**config.mk**
```make
export PLATFORM = sky130hd
export DESIGN_NAME = mem_access_unit
export DESIGN_NICKNAME = d
export VERILOG_FILES = /design/src/rtl/musa_mem_pkg.sv /design/src/rtl/mau_lane_ops.sv /design/src/rtl/mem_access_unit.sv
export SDC_FILE = /design/constraint.sdc
export NUM_CORES = 1
export LEC_CHECK = 0
export CORE_ASPECT_RATIO = 0.7
export CORE_MARGIN = 8
export CORE_UTILIZATION = 30
export DETAILED_ROUTE_END_ITERATION = 8
export PLACE_DENSITY_LB_ADDON = 0.08
export SLEW_MARGIN = 40
export SYNTH_ARGS = -nofsm -noshare
export SYNTH_HDL_FRONTEND = slang
export SYNTH_HIERARCHICAL = 1
export SYNTH_SLANG_ARGS = --single-unit
```
**constraint.sdc**
```tcl
create_clock -name clk -period 7.02 [get_ports clk]
set_input_delay 0.702 -clock clk [delete_from_list [all_inputs] [get_ports clk]]
set_output_delay 0.702 -clock clk [all_outputs]
set_load 0.05 [all_outputs]
```
**src/rtl/musa_mem_pkg.sv**
```systemverilog
// Shared types for the memory access unit: size encodings, FSM states, default widths.
package musa_mem_pkg;

  localparam int ADDR_W_DEF = 11;
  localparam int DATA_W_DEF = 32;

  typedef enum logic [1:0] {
    SZ_BYTE = 2'b00,
    SZ_HALF = 2'b01,
    SZ_WORD = 2'b10,
    SZ_RSVD = 2'b11
  } size_e;

  typedef enum logic [1:0] {
    ST_IDLE      = 2'b00,
    ST_LOAD_WAIT = 2'b01,
    ST_RMW_MERGE = 2'b10
  } state_e;

endpackage

```
**src/rtl/mau_lane_ops.sv**
```systemverilog
// Combinational little-endian lane logic: load extract/extend and sub-word store merge.
module mau_lane_ops
  import musa_mem_pkg::*;
(
  input  size_e       size,
  input  logic [1:0]  offset,
  input  logic        is_signed,
  input  logic [31:0] rdata,
  input  logic [31:0] wdata,
  output logic [31:0] load_data,
  output logic [31:0] merge_data
);

  logic [7:0]  byte_v;
  logic [15:0] half_v;

  always_comb begin
    byte_v     = rdata[{offset, 3'b000} +: 8];
    half_v     = offset[1] ? rdata[31:16] : rdata[15:0];
    load_data  = rdata;
    merge_data = wdata;
    case (size)
      SZ_BYTE: begin
        load_data  = {{24{is_signed & byte_v[7]}}, byte_v};
        merge_data = rdata;
        merge_data[{offset, 3'b000} +: 8] = wdata[7:0];
      end
      SZ_HALF: begin
        load_data  = {{16{is_signed & half_v[15]}}, half_v};
        merge_data = offset[1] ? {wdata[15:0], rdata[15:0]} : {rdata[31:16], wdata[15:0]};
      end
      default: begin
        load_data  = rdata;
        merge_data = wdata;
      end
    endcase
  end

endmodule

```
**src/rtl/mem_access_unit.sv**
```systemverilog
// Load/store unit between the pipeline and a 1-cycle-latency word memory; sub-word stores use read-modify-write.
// Optional build macro MEM_ACCESS_MISALIGN_TRAP_EN: reject misaligned/reserved-size requests with misalign_err.
module mem_access_unit
  import musa_mem_pkg::*;
#(
  parameter int ADDR_W = ADDR_W_DEF,
  parameter int DATA_W = DATA_W_DEF
) (
  input  logic              clk,
  input  logic              rst,
  input  logic              req_valid,
  output logic              req_ready,
  input  logic              req_store,
  input  logic [1:0]        req_size,
  input  logic              req_signed,
  input  logic [ADDR_W+1:0] req_addr,
  input  logic [DATA_W-1:0] req_wdata,
  output logic              resp_valid,
  output logic [DATA_W-1:0] resp_rdata,
  output logic              misalign_err,
  output logic [ADDR_W-1:0] mem_addr,
  output logic [DATA_W-1:0] mem_data_in,
  input  logic [DATA_W-1:0] mem_data_out,
  output logic              mem_read,
  output logic              mem_write
);

  state_e              state_q, state_d;
  logic [ADDR_W-1:0]   addr_q, addr_d;
  logic [1:0]          off_q, off_d;
  size_e               size_q, size_d;
  logic                signed_q, signed_d;
  logic [DATA_W-1:0]   wdata_q, wdata_d;

  size_e               req_size_n;
  logic [1:0]          req_off_n;
  logic                trap;
  logic [DATA_W-1:0]   load_data, merge_data;

  // Reserved size folds to word; offsets that cannot address a lane are aligned down.
  always_comb begin
    req_size_n = size_e'(req_size);
    req_off_n  = req_addr[1:0];
    case (size_e'(req_size))
      SZ_BYTE: req_off_n = req_addr[1:0];
      SZ_HALF: req_off_n = {req_addr[1], 1'b0};
      default: begin
        req_size_n = SZ_WORD;
        req_off_n  = 2'b00;
      end
    endcase
  end

  always_comb begin
`ifdef MEM_ACCESS_MISALIGN_TRAP_EN
    case (size_e'(req_size))
      SZ_BYTE: trap = 1'b0;
      SZ_HALF: trap = req_addr[0];
      SZ_WORD: trap = |req_addr[1:0];
      default: trap = 1'b1;
    endcase
`else
    trap = 1'b0;
`endif
  end

  mau_lane_ops u_lane_ops (
    .size       (size_q),
    .offset     (off_q),
    .is_signed  (signed_q),
    .rdata      (mem_data_out),
    .wdata      (wdata_q),
    .load_data  (load_data),
    .merge_data (merge_data)
  );

  always_comb begin
    state_d      = state_q;
    addr_d       = addr_q;
    off_d        = off_q;
    size_d       = size_q;
    signed_d     = signed_q;
    wdata_d      = wdata_q;
    req_ready    = 1'b0;
    resp_valid   = 1'b0;
    resp_rdata   = '0;
    misalign_err = 1'b0;
    mem_addr     = '0;
    mem_data_in  = '0;
    mem_read     = 1'b0;
    mem_write    = 1'b0;
    if (rst) begin
      case (state_q)
        ST_IDLE: begin
          req_ready = 1'b1;
          if (req_valid) begin
            if (trap) begin
              misalign_err = 1'b1;
            end else if (req_store && req_size_n == SZ_WORD) begin
              mem_write   = 1'b1;
              mem_addr    = req_addr[ADDR_W+1:2];
              mem_data_in = req_wdata;
            end else begin
              mem_read = 1'b1;
              mem_addr = req_addr[ADDR_W+1:2];
              addr_d   = req_addr[ADDR_W+1:2];
              off_d    = req_off_n;
              size_d   = req_size_n;
              signed_d = req_signed;
              wdata_d  = req_wdata;
              state_d  = req_store ? ST_RMW_MERGE : ST_LOAD_WAIT;
            end
          end
        end
        ST_LOAD_WAIT: begin
          mem_addr   = addr_q;
          resp_valid = 1'b1;
          resp_rdata = load_data;
          state_d    = ST_IDLE;
        end
        ST_RMW_MERGE: begin
          mem_addr    = addr_q;
          mem_write   = 1'b1;
          mem_data_in = merge_data;
          state_d     = ST_IDLE;
        end
        default: state_d = ST_IDLE;
      endcase
    end
  end

  always_ff @(posedge clk) begin
    if (!rst) begin
      state_q  <= ST_IDLE;
      addr_q   <= '0;
      off_q    <= '0;
      size_q   <= SZ_BYTE;
      signed_q <= 1'b0;
      wdata_q  <= '0;
    end else begin
      state_q  <= state_d;
      addr_q   <= addr_d;
      off_q    <= off_d;
      size_q   <= size_d;
      signed_q <= signed_d;
      wdata_q  <= wdata_d;
    end
  end

endmodule

```
* Word level (Yosys, flattened, before mapping)
Index checks and enable logic that the tools add are counted.
Word-level totals: register bits 50, output and inout port bits 80, input bits 84
Operators by class: eq/ne operators 5, add/sub/neg operators 1, mux-type cells 29, reductions and logical operators 9, bitwise logic cells 3, shift operators 3
Operators with widths (count):
- $mux 32 | 6
- $pmux 32 s2 | 3
- $bwmux 32 | 1
- $shift 8x7->32 const A | 1
- $shiftx 32x6->8 | 1
- $shiftx 8x7->32 | 1
- $mux 11 | 2
- $pmux 11 s2 | 1
- $mux 16 | 1
- $mux 1 | 11
- $neg 5->7 | 1
- $eq 2x1->1 const B | 3
- $logic_not 2->1 | 3
- $eq 2x2->1 const B | 2
- $mux 2 | 2
- $pmux 2 s2 | 1
- $reduce_and 2->1 | 2
- $reduce_or 2->1 | 2
- $reduce_and 3->1 | 1
- $and 1x1->1 | 2
- $pmux 1 s2 | 1
- $logic_and 1x1->1 | 1
- $not 1->1 | 1

* Logic depth before layout (Yosys ltp)
Gate-level depths: netlist of the first run.
depth in word-level cells 9, depth in mapped cells 11, depth with buffers taken out 8

* Hierarchy
The synthesis of the first run kept the hierarchy.
Modules (own cells, without submodules):
- mem_access_unit | sequential area each 1001.0 um^2, area each 2942.8 um^2, instances 1, cells each 369
- mau_lane_ops | sequential area each 0.0 um^2, area each 1815.5 um^2, instances 1, cells each 276

* Worst setup path after synthesis of the first run
No wires, ideal clock.
kind reg-to-output, from register off_q[1], to output port mem_data_in[25], stages on the path, launching flop included 11, data arrival time 2691 ps, slack 3627 ps, buffers on the path 2, cell sequence dfxtp_1 > buf_2 > inv_1 > clkbuf_1 > ha_1 > nand2b_1 > nor4_4 > and2_1 > a221o_1 > a22oi_1 > nor2_1
Between the ends: word-level cells in the longest chain between the ends 6
RTL lines:
- start: declaration | RTL line mem_access_unit.sv:30 | logic [1:0] off_q, off_d;
- start signal: assignment | RTL line mem_access_unit.sv:136 | off_q <= '0;
- start signal: assignment | RTL line mem_access_unit.sv:143 | off_q <= off_d;
- $neg 5->7 | RTL line mau_lane_ops.sv:26 | merge_data[{offset, 3'b000} +: 8] = wdata[7:0];
- $shiftx 8x7->32 / $shift 8x7->32 (equally long branches) | RTL line mau_lane_ops.sv:26
- $bwmux 32 | RTL line mau_lane_ops.sv:26
- $pmux 32 s2 (*) | RTL line mau_lane_ops.sv:22 | case (size)
- via merge_data[25] | RTL line mem_access_unit.sv:38 | logic [DATA_W-1:0] load_data, merge_data;
- $pmux 32 s2 (*) | RTL line mem_access_unit.sv:93 | case (state_q)
- $mux 32 (*) | RTL line mem_access_unit.sv:92 | if (rst) begin
- end: declaration | RTL line mem_access_unit.sv:22 | output logic [DATA_W-1:0] mem_data_in,
Mark *: on every way through the listed nets, which the timed path passes. The rest lies on a longest branch.

* Worst setup path after layout of the first run
from register size_q[0], to output port mem_data_in[0]
Between the ends: word-level cells in the longest chain between the ends 4
RTL lines:
- start: declaration | RTL line mem_access_unit.sv:31 | size_e size_q, size_d;
- start signal: assignment | RTL line mem_access_unit.sv:144 | size_q <= size_d;
- $eq 2x1->1 / $logic_not 2->1 (equally long branches) | RTL line mau_lane_ops.sv:22
- $pmux 32 s2 (*) | RTL line mau_lane_ops.sv:22
- via merge_data[0] | RTL line mem_access_unit.sv:38
- $pmux 32 s2 (*) | RTL line mem_access_unit.sv:93
- $mux 32 (*) | RTL line mem_access_unit.sv:92
Marks and branches as above.

==> results of run 1 <==
==> critical path, delay by kind of cell (launching register included) <==
kind | cells | cell delay (ns)
AOI/OAI and AO/OA | 4 | 1.32
buffers and inverters | 2 | 1.20
DFF | 1 | 0.76
and+or+nand+nor | 1 | 0.12
==> routing by layer <==
metal / vias to the layer above / GRT usage (%)
met5: - / 0
met4: 0 / 3.31
met3: 13 / 4.16
met2: 215 / 28.4
met1: 2577 / 28.6
li1: 2549 / -
==> power breakdown <==
group / internal (mW) / switching [mW]
registers: 0.304 / 0.0285
clock network: 0.141 / 0.109
logic: 0.149 / 0.219
total: 0.593 / 0.356
==> Yosys cell counts, types with 14 or more instances <==
| library cell | number | area [sq um] |
|---|---|---|
| buf_2 | 18 | 90.1 |
| o21ai_0 | 29 | 145 |
| nand2_1 | 147 | 552 |
| clkbuf_1 | 28 | 105 |
| and3_1 | 33 | 206 |
| a22o_1 | 14 | 123 |
| nor2_1 | 56 | 210 |
| a22oi_1 | 58 | 435 |
| a21oi_1 | 14 | 70.1 |
| a221o_1 | 14 | 140 |
| dfxtp_1 | 50 | 1000 |
| mux2i_1 | 62 | 621 |
==> kinds of logic after synthesis <==
family	after synthesis	share of synthesized area [%]
fa+ha+maj	9	2.37
simple gates	278	26.9
mux	64	13.5
other cells	1	0.0788
buf+inv	71	8.78
flops	50	21.0
compound gates	172	27.3
==> layout make-up <==
cell class                 instances  area (sq um)
timing repair buffer             170          1680
multi-input combinational        524          3360
clock inverter                     2          12.5
tap                              200           250
sequential                        50          1000
clock buffer                       6           139
fill                            1617          9020
inverter                           9          33.8
==> metrics by stage <==
| step | util [%] | power [mW] | cells | hold WS [ns] |
|---|---|---|---|---|
| floorplan | - | 0.567 | 645 | 0.435 |
| global placement | 40.7 | 0.697 | 953 | 0.446 |
| detailed placement | 40.8 | 0.701 | 953 | 0.452 |
| CTS | 41.7 | 0.953 | 961 | 0.463 |
| global route | 41.8 | 1.00 | 961 | 0.476 |
| finish | 41.8 | 0.950 | 961 | 0.461 |
==> sequential cells by signal, indices dropped and copies added (netlist names) <==
name,count
wdata_q,32
state_q,2
off_q,2
addr_q,11
size_q,2
signed_q,1
==> placed cells by master, fill, tap and decap left out, types with 9 or more instances in the layout <==
cell type          n
clkdlybuf4s50_1  161
nand2_1          146
mux2i_1           62
a22oi_1           58
nor2_1            56
dfxtp_1           49
and3_1            33
o21ai_0           29
a21oi_1           14
a221o_1           14
a22o_1            14
a21oi_2           10
inv_1              9
==> worst paths after layout <==
path                     to  startpoint  cells past startpoint
max          mem_data_in[0]   size_q[0]                      7
max reg2reg     wdata_q[16]  state_q[1]                      6
min reg2reg       addr_q[3]   addr_q[3]                      2
min               addr_q[3]   addr_q[3]                      2
==> metrics.txt, run 1 <==
grt ovf 0; Worst Hold Class register to register; total CTS buffers 5; Period minus WS final 4.40 ns; setup slack after layout 2.62 ns; number of synthesized flops with an enable pin 0; Power per Cell Area 147 mW/mm^2; hold-fix buffers at CTS 0; CP peak stage delay 0.82 ns; FF-to-FF setup slack 5.02 ns; Setup crit end kind output port; gr usage total 19.4%; Worst Setup Path Type register to output port; Final Max Slew Viols 0; Final Cycle Share 62.7%; Worst VDD drop 69.6 uV; root buffer cell clkbuf_16; crit-path cells inv_1 -> o21ai_0 -> o21bai_1 -> a22o_1 -> a22oi_1 -> nor2_1 -> clkdlybuf4s50_1; Fmax 0.227 GHz; post-place setup slack 3.01 ns; number of iterations in the first detailed-routing pass 5; initial drt markers 566; syn nets 738; Synth Register Bits 50; CTS Sinks 50; CORE AREA 0.0155 sq mm; Avg Cell Area, Syn 7.38 sq um; ANT cells 0; CTS max path bufs 2; Final Hold Fails 0; post-synth cell types 52; Top Layer Used met4; met1 wire length 10200 microns; CTS clk-pin slew, worst paths 0.06 ns; Setup-failing EPs final 0; Vias 5354; Die H 121 microns; Detail Route met2 WL 8680 microns; gp weighted congestion 0.907; final instance area 0.00648 sq mm; sequential element share of the synthesized area 21.0%; setup TNS 0 ns; post-CTS sizing 0; die area 0.0202 sq mm; placed cell area 0.00632 sq mm; final WL 20500 microns; initial antenna violation count 0; DR WL/cell 21.4 microns; largest net degree at the start of global routing 93; Synth Instances 645; Synth async-reset ratio 0%; Die X 167 microns; CTS tree yes; met3 WL 1440 microns; first-pass GRT wire length 31300 microns; Worst setup SP type register; Starting Density 30.7%; status finished, final reports clean; Port Buffers 162; RSZ-0062 raised after global routing no; Routed Antenna Nets 0; Detail Placement HPWL 15500 microns; Final nets 853; crit path max fanout 20; CTS HTree Levels 2; postcts setup bufs 0; mapped cell area 0.00476 sq mm; commonest register cell after synthesis dfxtp_1; Top Ports 164; vias in the first global route 5194; std cell rows 38; Layout Skew 0.00843 ns; Layout area overhead 36.1%; slew at the pin closest to its max-slew limit 0.782 ns; Worst Path Required 6.32 ns; Worst EP arrival 3.70 ns; Slew headroom 47.3%; Synthesis Warnings 6; crit path max-delay cell type clkdlybuf4s50_1; DRC viols 0; P_leak 2.46 nW; max cap viols 0; routed vias/inst 5.57; layout cell share with drive strength beyond 1 5.91%; clk_lat worst skew 0.29 ns
(Power assumes the default switching activity.)
==> run 2: changes to the inputs <==
Clock period 7.02 ns to 3.7 ns, I/O delays scaled along.
==> run 2 against run 1 <==
Against the previous run: critical path type unchanged; clock power grew to 2.5 times the previous value; highest routed layer is now met5; via count grew 1.0%; global-route usage is 0.35 points higher; sequential share of layout area decreased by 1.1 points; critical path depth unchanged; critical endpoint unchanged; final cell count rose by 0.73%; combinational power grew 100%; wire length grew 1.4%; design area grew 7.8%; hold slack got worse by 0.046 ns.
==> metrics.txt, run 2 (synthesis results as in run 1) <==
Worst VDD drop 145 uV (+110%); root buffer cell clkbuf_16; routing usage on met1 27.5% (-1.1 points); Buf/Inv on CP 2 (unchanged); Setup crit end kind output port; met2 track demand over resource 29.4% (+1.0 points); Critical path origin size_q[0]; Top Registers wdata_q: 32 flops, addr_q: 11 flops; sequential cell area 0.00100 sq mm (unchanged); min-delay src rst; hold-fix buffers at CTS 0 (unchanged); Reg with most FFs wdata_q; slew at the pin closest to its max-slew limit 0.804 ns (+0.0217 ns); Top Ports 164 (unchanged); post-place setup slack 0.743 ns (-2.27 ns); crit path max fanout 20 (unchanged); Detail Placement HPWL 15800 microns (+2.3%); Final Hold Fails 0 (unchanged); most frequent cells in the layout nand2_1 (147), clkdlybuf4s50_1 (97), mux2i_1 (62); CTS max path bufs 2 (unchanged); CTS Sinks 50 (unchanged); max reg flops 32 (unchanged); commonest non-fill, non-tap cell in the layout nand2_1; CP peak stage delay 0.80 ns (-0.02 ns); clk_lat worst skew 0.30 ns (about the same); crit-path cells inv_1 -> o21ai_0 -> o21bai_1 -> a22o_1 -> a22oi_1 -> nor2_1 -> buf_12; RSZ-0062 raised after global routing no; FF-to-FF path depth 6 (unchanged); std cell rows 38 (unchanged); setup slack after layout 0.317 ns (-2.30 ns); routed vias/inst 5.59 (+0.28%); layer with the highest usage met2; CTS HTree Levels 2 (unchanged); GR Util met3 6.17% (+2.0 points); Worst setup SP type register; vias in the first global route 5244 (+0.96%); ANT cells 0 (unchanged); Worst Hold Class primary input to register; Final nets 860 (+0.82%); number of iterations in the first detailed-routing pass 6 (+1); max cap viols 0 (unchanged); hold slack 0.416 ns (-0.0459 ns); grt ovf 0 (unchanged); largest net degree at the start of global routing 82 (-12%); post-CTS sizing 0 (unchanged); Final Max Slew Viols 0 (unchanged); final WL 20800 microns (+1.4%); Setup-failing EPs final 0 (unchanged); Vias 5408 (+1.0%); Die X 167 microns (unchanged); Worst Setup Path Type register to output port; Die H 121 microns (unchanged); Port Buffers 162 (unchanged); Layout area overhead 46.8%; P_leak 2.78 nW (+13%); DR WL/cell 21.5 microns (+0.64%); Starting Density 30.7% (unchanged); Power per Cell Area 285 mW/mm^2 (+95%); RR Startpoint state_q[1]; initial drt markers 458 (-19%); initial antenna violation count 1 (+1); total CTS buffers 5 (unchanged); Period minus WS final 3.38 ns; CTS clk-pin slew, worst paths 0.07 ns (about the same); setup TNS 0 ns (unchanged); Fmax 0.296 GHz; status finished, final reports clean; die area 0.0202 sq mm (unchanged); Worst EP arrival 3.01 ns (-0.69 ns); WHS Path Cells 2 (unchanged); Hold EP size_q[1]; crit path max-delay cell type dfxtp_1; multi-input combinational cell area 0.00335 sq mm (-0.15%); Routed Antenna Nets 0 (unchanged); CTS tree yes; Worst Path Required 3.33 ns (-2.99 ns); Slew headroom 46.4% (-0.89 points); FF-to-FF setup slack 1.75 ns (-3.27 ns); Layout Skew 0.00879 ns (+0.000363 ns); first-pass GRT wire length 31500 microns (+0.60%); gr usage total 19.7% (+0.35 points); layout cell share with drive strength beyond 1 14.8% (+8.9 points); gp weighted congestion 0.889 (-2.0%); CORE AREA 0.0155 sq mm (unchanged); Final Cycle Share 91.4%; worst reg2reg endpoint wdata_q[16]; cell family with most CP delay compound AO/OA/AOI/OAI gates; DRC viols 0 (unchanged); postcts setup bufs 0 (unchanged); FILL cells 1567 (-3.1%)
## run 2: worst max-delay path by stage
stage	endpoint	slack [ns]	cells past startpoint
2_1_floorplan	mem_data_in[25]	0.64	10
3_3_place_gp	mem_data_in[0]	0.79	7
3_5_place_dp	mem_data_in[0]	0.74	7
4_1_cts	mem_data_in[0]	0.39	7
5_1_grt	mem_data_in[2]	0.16	7
6_report	mem_data_in[0]	0.32	7
## run 2: per-layer routing
metal / share of wire [%] / wire, microns
met5: 0.048 / 10
met4: 1.3 / 263
met3: 7.7 / 1600
met2: 42 / 8730
met1: 49 / 10200
## run 2: cell type report
| type | count | share of cell area (%) |
|---|---|---|
| Tap cell | 200 | 3.58 |
| Clock inverter | 2 | 0.860 |
| Inverter | 9 | 0.484 |
| Multi-Input combinational cell | 524 | 48.0 |
| Clock buffer | 6 | 1.99 |
| Sequential cell | 50 | 14.4 |
| Timing Repair Buffer | 177 | 30.7 |
## run 2: report_power, final
group / switching, mW / internal [mW]
logic: 0.429 / 0.313
clock network: 0.221 / 0.407
registers: 0.0476 / 0.576
total: 0.697 / 1.30
## run 2: metrics by stage
| step | total power, mW | std cells | cell area (sq um) | utilization (%) |
|---|---|---|---|---|
| floorplan | 1.08 | 645 | 4760 | - |
| global placement | 1.36 | 960 | 6780 | 43.8 |
| detailed placement | 1.37 | 960 | 6780 | 43.8 |
| CTS | 2.00 | 968 | 6980 | 45.1 |
| global route | 2.08 | 968 | 6980 | 45.1 |
| finish | 1.99 | 968 | 6980 | 45.1 |
==> run 3: changes to the inputs <==
Settings changed: CORE_MARGIN 8 to 3, SLEW_MARGIN 40 to 10.
==> run 3 against run 2 <==
Against the previous run: sequential power is 0.8% higher; via count rose by 0.46%; non-clock buffer count unchanged; hold slack better by 0.045 ns; total power fell by 4.9%; setup slack improved by 0.20 ns; wire length fell by 5.9%; clock power shrank 16%; die area down 14%; clock skew rose by 0.0035 ns; count of clock-buffer cells in the layout grew 1; global-route usage is 1.6 points higher; critical endpoint is now mem_data_in[19]; highest routed layer unchanged.
==> metrics.txt, run 3 (synthesis results as in run 1) <==
status finished, final reports clean; root buffer cell clkbuf_16; Detail Route met2 WL 8180 microns (-6.3%); Layout Skew 0.0123 ns (+0.00354 ns); Sw Ratio 36.0% (+1.0 points); Worst Hold Class register to register; Port Buffers 162 (unchanged); Clock Power Share 27.8% (-3.7 points); Reg with most FFs wdata_q; CP peak stage delay 0.52 ns (-0.28 ns); initial antenna violation count 2 (+1); Fmax 0.314 GHz (+6.1%); initial drt markers 526 (+15%); Final Max Slew Viols 0 (unchanged); DRC viols 0 (unchanged); final core occ 46.2% (+1.1 points); post-CTS sizing 0 (unchanged); Power Total 1.90 mW (-4.9%); hold-fix buffers at CTS 0 (unchanged); FILL cells 1500 (-4.3%); max cap viols 0 (unchanged); crit-path cells buf_4 -> ha_1 -> nand4bb_1 -> nor3_2 -> a221oi_1 -> o21ai_0 -> a22oi_1 -> nor2_1 -> buf_12; CTS HTree Levels 2 (unchanged); Period minus WS final 3.19 ns (-0.196 ns); Top Layer Used met5; gr usage total 21.4% (+1.6 points); routed vias/inst 5.64 (+0.98%); CTS Sinks 50 (unchanged); slew at the pin closest to its max-slew limit 0.744 ns (-0.0599 ns); number of iterations in the first detailed-routing pass 9 (+3); Starting Density 31.5% (+0.83 points); Die H 111 microns (-8.2%); crit path max-delay cell type nor3_2; Setup crit end kind output port; die area 0.0174 sq mm (-14%); clk_lat worst skew 0.29 ns (about the same); met1 wire length 9750 microns (-4.4%); P_leak 2.76 nW (-0.38%); post-place setup slack 0.876 ns (+0.134 ns); std cell rows 37 (-2.6%); Layout area overhead 46.4%; max reg flops 32 (unchanged); Slew headroom 50.4% (+4.0 points); CTS tree yes; RSZ-0062 raised after global routing no; final WL 19600 microns (-5.9%); total CTS buffers 5 (unchanged); Final Hold Fails 0 (unchanged); Routed Antenna Nets 0 (unchanged); Worst Path Required 3.33 ns (about the same); Setup-failing EPs final 0 (unchanged); gp weighted congestion 0.918 (+3.2%); Final Cycle Share 86.1% (-5.3 points); CTS clk-pin slew, worst paths 0.06 ns (about the same); CORE AREA 0.0151 sq mm (-2.6%); largest net degree at the start of global routing 81 (-1.2%); setup slack after layout 0.513 ns (+0.196 ns); Top Registers wdata_q: 32 flops, addr_q: 11 flops; Pint 1.21 mW (-6.3%); CTS max path bufs 2 (unchanged); first-pass GRT wire length 29800 microns (-5.4%); vias in the first global route 5079 (-3.1%); Power per Cell Area 272 mW/mm^2 (-4.6%); Worst EP arrival 2.82 ns (-0.19 ns); Worst Setup Path Type register to output port; DR WL/cell 20.3 microns (-5.4%); Worst VDD drop 137 uV (-5.8%); Worst setup SP type register; ANT cells 0 (unchanged); Comb power frac 39.0% (+1.8 points); commonest non-fill, non-tap cell in the layout nand2_1; setup TNS 0 ns (unchanged); power share of the sequential group 33.1% (+1.8 points); met3 WL 1520 microns (-5.1%); layout cell share with drive strength beyond 1 14.6% (-0.26 points); Detail Placement HPWL 14800 microns (-6.3%); postcts setup bufs 0 (unchanged); most frequent cells in the layout nand2_1 (147), clkdlybuf4s50_1 (97), mux2i_1 (62); net switching power figure 0.683 mW (-2.1%); Top Ports 164 (unchanged); Vias 5433 (+0.46%); Die X 157 microns (-6.0%); crit path max fanout 37 (+85%); grt ovf 0 (unchanged); Final nets 860 (unchanged)
-- run 3: cell count changes in the layout (fill, tap and decap cells not counted) --
| cell | delta |
|---|---|
| buf_4 | -2 |
| clkbuf_8 | -1 |
| buf_12 | +2 |
| clkbuf_1 | +2 |
| bufinv_16 | -1 |
-- run 3: routing by layer --
layer	track usage, %	vias to the layer above
li1	-	2562
met1	33.8	2624
met2	30.6	226
met3	3.85	17
met4	2.57	4
met5	0	-
-- run 3: cell type report --
| class | instances | area [sq um] | area share [%] |
|---|---|---|---|
| Clock inverter | 1 | 30.0 | 0.431 |
| Tap cell | 195 | 244 | 3.50 |
| Sequential cell | 50 | 1000 | 14.4 |
| Timing Repair Buffer | 177 | 2170 | 31.2 |
| Inverter | 9 | 33.8 | 0.485 |
| Multi-Input combinational cell | 524 | 3350 | 48.1 |
| Clock buffer | 7 | 133 | 1.90 |
-- run 3: worst paths after layout --
check | startpoint | endpoint | slack, ns | cells after the start
max reg2reg | state_q[1] | wdata_q[30] | 1.75 | 6
min reg2reg | wdata_q[25] | wdata_q[25] | 0.46 | 2
min | wdata_q[25] | wdata_q[25] | 0.46 | 2
max | off_q[1] | mem_data_in[19] | 0.51 | 9
-- run 3: power groups by stage --
| stage | Sequential [mW] | Clock [mW] | Combinational, mW |
|---|---|---|---|
| 2_1_floorplan | 0.611 | 0 | 0.465 |
| 3_3_place_gp | 0.637 | 0 | 0.724 |
| 3_5_place_dp | 0.638 | 0 | 0.730 |
| 4_1_cts | 0.626 | 0.541 | 0.733 |
| 5_1_grt | 0.632 | 0.555 | 0.789 |
| 6_report | 0.628 | 0.528 | 0.739 |
-- run 3: through the flow --
| stage | hold WS, ns | instance area, sq um | cells |
|---|---|---|---|
| after floorplan | 0.435 | 4760 | 645 |
| after detailed placement | 0.450 | 6800 | 955 |
| after CTS | 0.464 | 6970 | 963 |
| final | 0.461 | 6970 | 963 |
| after global placement | 0.443 | 6800 | 955 |
| after global routing | 0.476 | 6970 | 963 |
-- run 3: worst max-delay path: cells and delay by family (launching register included) --
family / cells / cell delay [ns]
simple gates: 3 / 0.87
compound gates: 3 / 0.45
fa+ha+maj: 1 / 0.26
flops: 1 / 0.33
buf+inv: 2 / 0.61
==> RTL change 1: new RTL, flow settings as in run 2 <==
Put a register stage on the output `misalign_err`, with the module's reset. The value now appears one clock later. The other outputs are not delayed to match.
--- a/src/rtl/mem_access_unit.sv
+++ b/src/rtl/mem_access_unit.sv
@@ -26,2 +26,4 @@
 );
+
+  logic misalign_err_d;
 
@@ -86,3 +88,3 @@
     resp_rdata   = '0;
-    misalign_err = 1'b0;
+    misalign_err_d = 1'b0;
     mem_addr     = '0;
@@ -97,3 +99,3 @@
             if (trap) begin
-              misalign_err = 1'b1;
+              misalign_err_d = 1'b1;
             end else if (req_store && req_size_n == SZ_WORD) begin
@@ -149,2 +151,10 @@
 
+  always_ff @(posedge clk) begin
+    if (!rst) begin
+      misalign_err <= '0;
+    end else begin
+      misalign_err <= misalign_err_d;
+    end
+  end
+
 endmodule
Check against the original RTL: equivalent (Yosys induction, for registers that start in step).
==> RTL change 1 against run 2 <==
- clock skew is 0.0037 ns lower
- sequential cell count unchanged
- critical path depth grew 2
- combinational power up 2%
- die area fell by 1.3%
- routed wire length fell by 0.16%
- non-clock buffer count up 5
- worst setup slack improved by 0.097 ns
- area after synthesis is 1.5% lower
- hold slack improved by 0.046 ns
- total power decreased by 6.8%
- design area barely moved
- fmax grew 3.0%
- highest routed layer is now met4
==> RTL change 1: results <==
[global_route]
grt_antenna_before_repair = 0
grt_pass1_wl_um = 31500
grt_pass1_vias = 5282
track_usage = 0.202
grt_max_degree = 65

[cts]
clkTransAtPathRegs_ns = 0.07
post_cts_buffers = 0

[drt]
drt_iter0_drc = 463
wl_met2_um = 9120
highest_layer = "met4"
post_drt_wl_per_cell_um = 21.3
num_vias = 5452
wl_met1_um = 9790
wirelength_um = 20800
dr.pass1.iters = 5
met3_length_um = 1640

[timing]
relSlewSlack = 0.546
fin_worst_skew_ns = 0.00509

[yosys]
synth_common_cells = "nand2_1 (152), mux2i_1 (62), a22oi_1 (58)"
synth_seq_area_share = 0.214
synth_area_leaders = "dfxtp_1 (21%), mux2i_1 (13%), nand2_1 (12%), a22oi_1 (9.3%), nor2_1 (4.3%)"
synth_cells = 649
synth_fp_nets = 742
synthDistinctLibCells = 51

[placed_design]
dp_hpwl_um = 16300
dp.cells = 969
post_dp_cell_area_um2 = 6840
gp_congestion = 0.919

[worst_setup_path]
timing.reg2reg.setup_slack_ns = 1.39
timing.rr.end = "wdata_q[10]"
critPathTopFamily = "simple AND/OR/NAND/NOR gates"
path_max_fanout = 10
cp_slowest_stage_delay_ns = 0.53
critPathArrivalTime_ns = 2.92
endpoint = "mem_data_in[19]"
crit_start = "off_q[0]"
r2r-start = "state_q[1]"

[min_path]
min_from = "addr_q[6]"
hold_class = "flop to flop"

[outcome]
outcome = "finished clean"

[layout]
diodes = 0
nets = 869
drive_above_1_share = 0.149

[pwr]
power_leakage_nw = 2.78
max-vdd-ir-drop_v = 0.000166
RTL change 1: report_power, final:
group	total (W)	switching, W	internal [W]
Combinational	0.000758	0.000434	0.000324
Sequential	0.000626	0.0000495	0.000576
Clock	0.000473	0.000222	0.000251
RTL change 1: area by class of cell:
| class | count | area, um^2 |
|---|---|---|
| timing repair buffer | 182 | 2200 |
| tap | 200 | 250 |
| clock inverter | 3 | 21.3 |
| inverter | 10 | 37.5 |
| clock buffer | 5 | 125 |
| fill | 1558 | 8420 |
| sequential | 50 | 1000 |
| multi-input combinational | 527 | 3350 |
RTL change 1: worst register-to-register path: cells and delay by family (launching register included):
family / cells / cell delay [ns]
simple gates: 1 / 0.36
buf+inv: 2 / 0.45
fa+ha+maj: 1 / 0.23
mux: 1 / 0.25
flops: 1 / 0.33
compound gates: 1 / 0.61
RTL change 1: cell families after synthesis:
logic type / synth area share
and+or+nand+nor: 0.274
other: 0.000800
muxes: 0.137
DFF: 0.214
adders and majority gates: 0.0240
AOI/OAI and AO/OA: 0.278
buffers and inverters: 0.0729
RTL change 1: per-layer routing:
layer  GRT usage  vias up
met3      0.0380       19
met5           0        -
li1            -     2580
met4      0.0345        0
met2       0.307      214
met1       0.294     2639
RTL change 1: how the worst min path moves through the flow:
stage / end
floorplan: wdata_q[16]
global placement: addr_q[0]
detailed placement: wdata_q[19]
CTS: wdata_q[5]
global route: wdata_q[5]
finish: addr_q[6]
RTL change 1: through the flow:
| step | hold slack [ns] | utilization | setup slack [ns] |
|---|---|---|---|
| floorplan | 0.435 | - | 0.630 |
| global route | 0.471 | 0.454 | 0.256 |
| CTS | 0.462 | 0.454 | 0.486 |
| detailed placement | 0.449 | 0.444 | 0.633 |
| finish | 0.462 | 0.454 | 0.414 |
| global placement | 0.444 | 0.444 | 0.648 |
==> RTL change 2: new RTL, config.mk and constraints of run 2 <==
Made on the original files. The package constant `ADDR_W_DEF` goes from 11 to 12.
--- a/src/rtl/musa_mem_pkg.sv
+++ b/src/rtl/musa_mem_pkg.sv
@@ -3,3 +3,3 @@
 
-  localparam int ADDR_W_DEF = 11;
+  localparam int ADDR_W_DEF = 12;
   localparam int DATA_W_DEF = 32;
Ports: changed (resized mem_addr and req_addr); port bits go from 164 to 166. No check against the original RTL was run, so the function may have changed too.
==> RTL change 2 against run 2 <==
- worst setup slack better by 0.054 ns
- area after synthesis up 1.0%
- routed wire length up 2.8%
- utilization up 0.16 points
- sequential cell count up 1
- total power down 3.4%
- fmax up 1.6%
- global-route usage up 0.49 points
- count of clock-buffer cells in the layout down 1
- design area up 0.97%
==> RTL change 2: results <==
[timing]
relSlewSlack = 0.457
whs_ns = 0.461
fin_worst_skew_ns = 0.00608
finalWorstSetupSlack_ns = 0.371

[global_route]
grt_pass1_vias = 5217
track_usage = 0.202
grt_max_degree = 57
grt_pass1_wl_um = 32300

[min_path]
holdPathEnd = "addr_q[10]"
min_from = "addr_q[10]"
hold_class = "flop to flop"

[placed_design]
dp_slack_ns = 0.595
io_buffers = 164
gp_congestion = 0.917
dp.cells = 972
post_dp_cell_area_um2 = 6890

[pwr]
power_leakage_nw = 2.80
switching_share = 0.365
max-vdd-ir-drop_v = 0.000181

[worst_setup_path]
critPathArrivalTime_ns = 2.96
cp_slowest_stage_delay_ns = 0.77
endpoint = "mem_data_in[9]"
path_max_fanout = 35
critPathSlowestCell = "dfxtp_2"
r2r-start = "state_q[0]"
crit_start = "size_q[1]"
timing.rr.end = "wdata_q[21]"

[yosys]
synth_fp_nets = 745
avgSynthCellArea_um2 = 7.38
synth_mux_area_frac = 0.136
synth_common_cells = "nand2_1 (149), mux2i_1 (63), a22oi_1 (59)"
synth_seq_area_share = 0.212
synthAdderAreaFrac = 0.0234
synth_compound_area_frac = 0.272
synth_area_leaders = "dfxtp_1 (21%), mux2i_1 (13%), nand2_1 (12%), a22oi_1 (9.2%), nor2_1 (4.5%)"

[drt]
via_per_inst = 5.55
wirelength_um = 21400
drt_iter0_drc = 560

[layout]
drive_above_1_share = 0.148
layout.cells.non_filler = 979
reg.largest.list = "wdata_q (32), addr_q (12)"

[outcome]
outcome = "finished clean"
==> RTL change 2: cell types whose count changed after synthesis <==
cell      change
a22oi_1       +1
buf_2         +2
buf_4         -1
clkbuf_1      -1
dfxtp_1       +1
mux2i_1       +1
nand2_1       +2
nor2_1        +1
==> RTL change 2: worst max-delay path: cells and delay by family, from the launching register on <==
kind | cells | cell delay [ns]
AND/OR/NAND/NOR | 3 | 0.38
flip-flops | 1 | 0.77
AO/OA/AOI/OAI | 3 | 0.65
buffers and inverters | 3 | 0.83
==> RTL change 2: cell families (layout without fill, tap and decap cells) <==
| group | count (synthesis) | count (layout) |
|---|---|---|
| adders and majority gates | 9 | 9 |
| and+or+nand+nor | 281 | 281 |
| other | 1 | 1 |
| muxes | 65 | 65 |
| buffers and inverters | 71 | 199 |
| DFF | 51 | 51 |
| AOI/OAI and AO/OA | 173 | 173 |
==> RTL change 2: power by group through the flow <==
stage                     registers, W  clock network, W  logic, W
after floorplan               0.000623                 0  0.000470
after global placement        0.000651                 0  0.000738
after detailed placement      0.000653                 0  0.000741
after CTS                     0.000640          0.000550  0.000745
after global routing          0.000646          0.000575  0.000799
final                         0.000642          0.000538  0.000745
==> RTL change 2: area by class of cell <==
cell class                 instances  area [um^2]
clock buffer                       5          125
clock inverter                     2         37.5
fill                            1584         8540
inverter                           9         33.8
multi-input combinational        529         3380
sequential                        51         1020
tap                              200          250
timing repair buffer             183         2200
==> RTL change 2: metal layers <==
| layer | up-vias | part of all wire | global-route usage |
|---|---|---|---|
| met5 | - | 0 | 0 |
| met4 | 0 | 0.0080 | 0.0256 |
| met3 | 14 | 0.083 | 0.0621 |
| met2 | 218 | 0.44 | 0.315 |
| met1 | 2608 | 0.47 | 0.278 |
| li1 | 2594 | - | - |
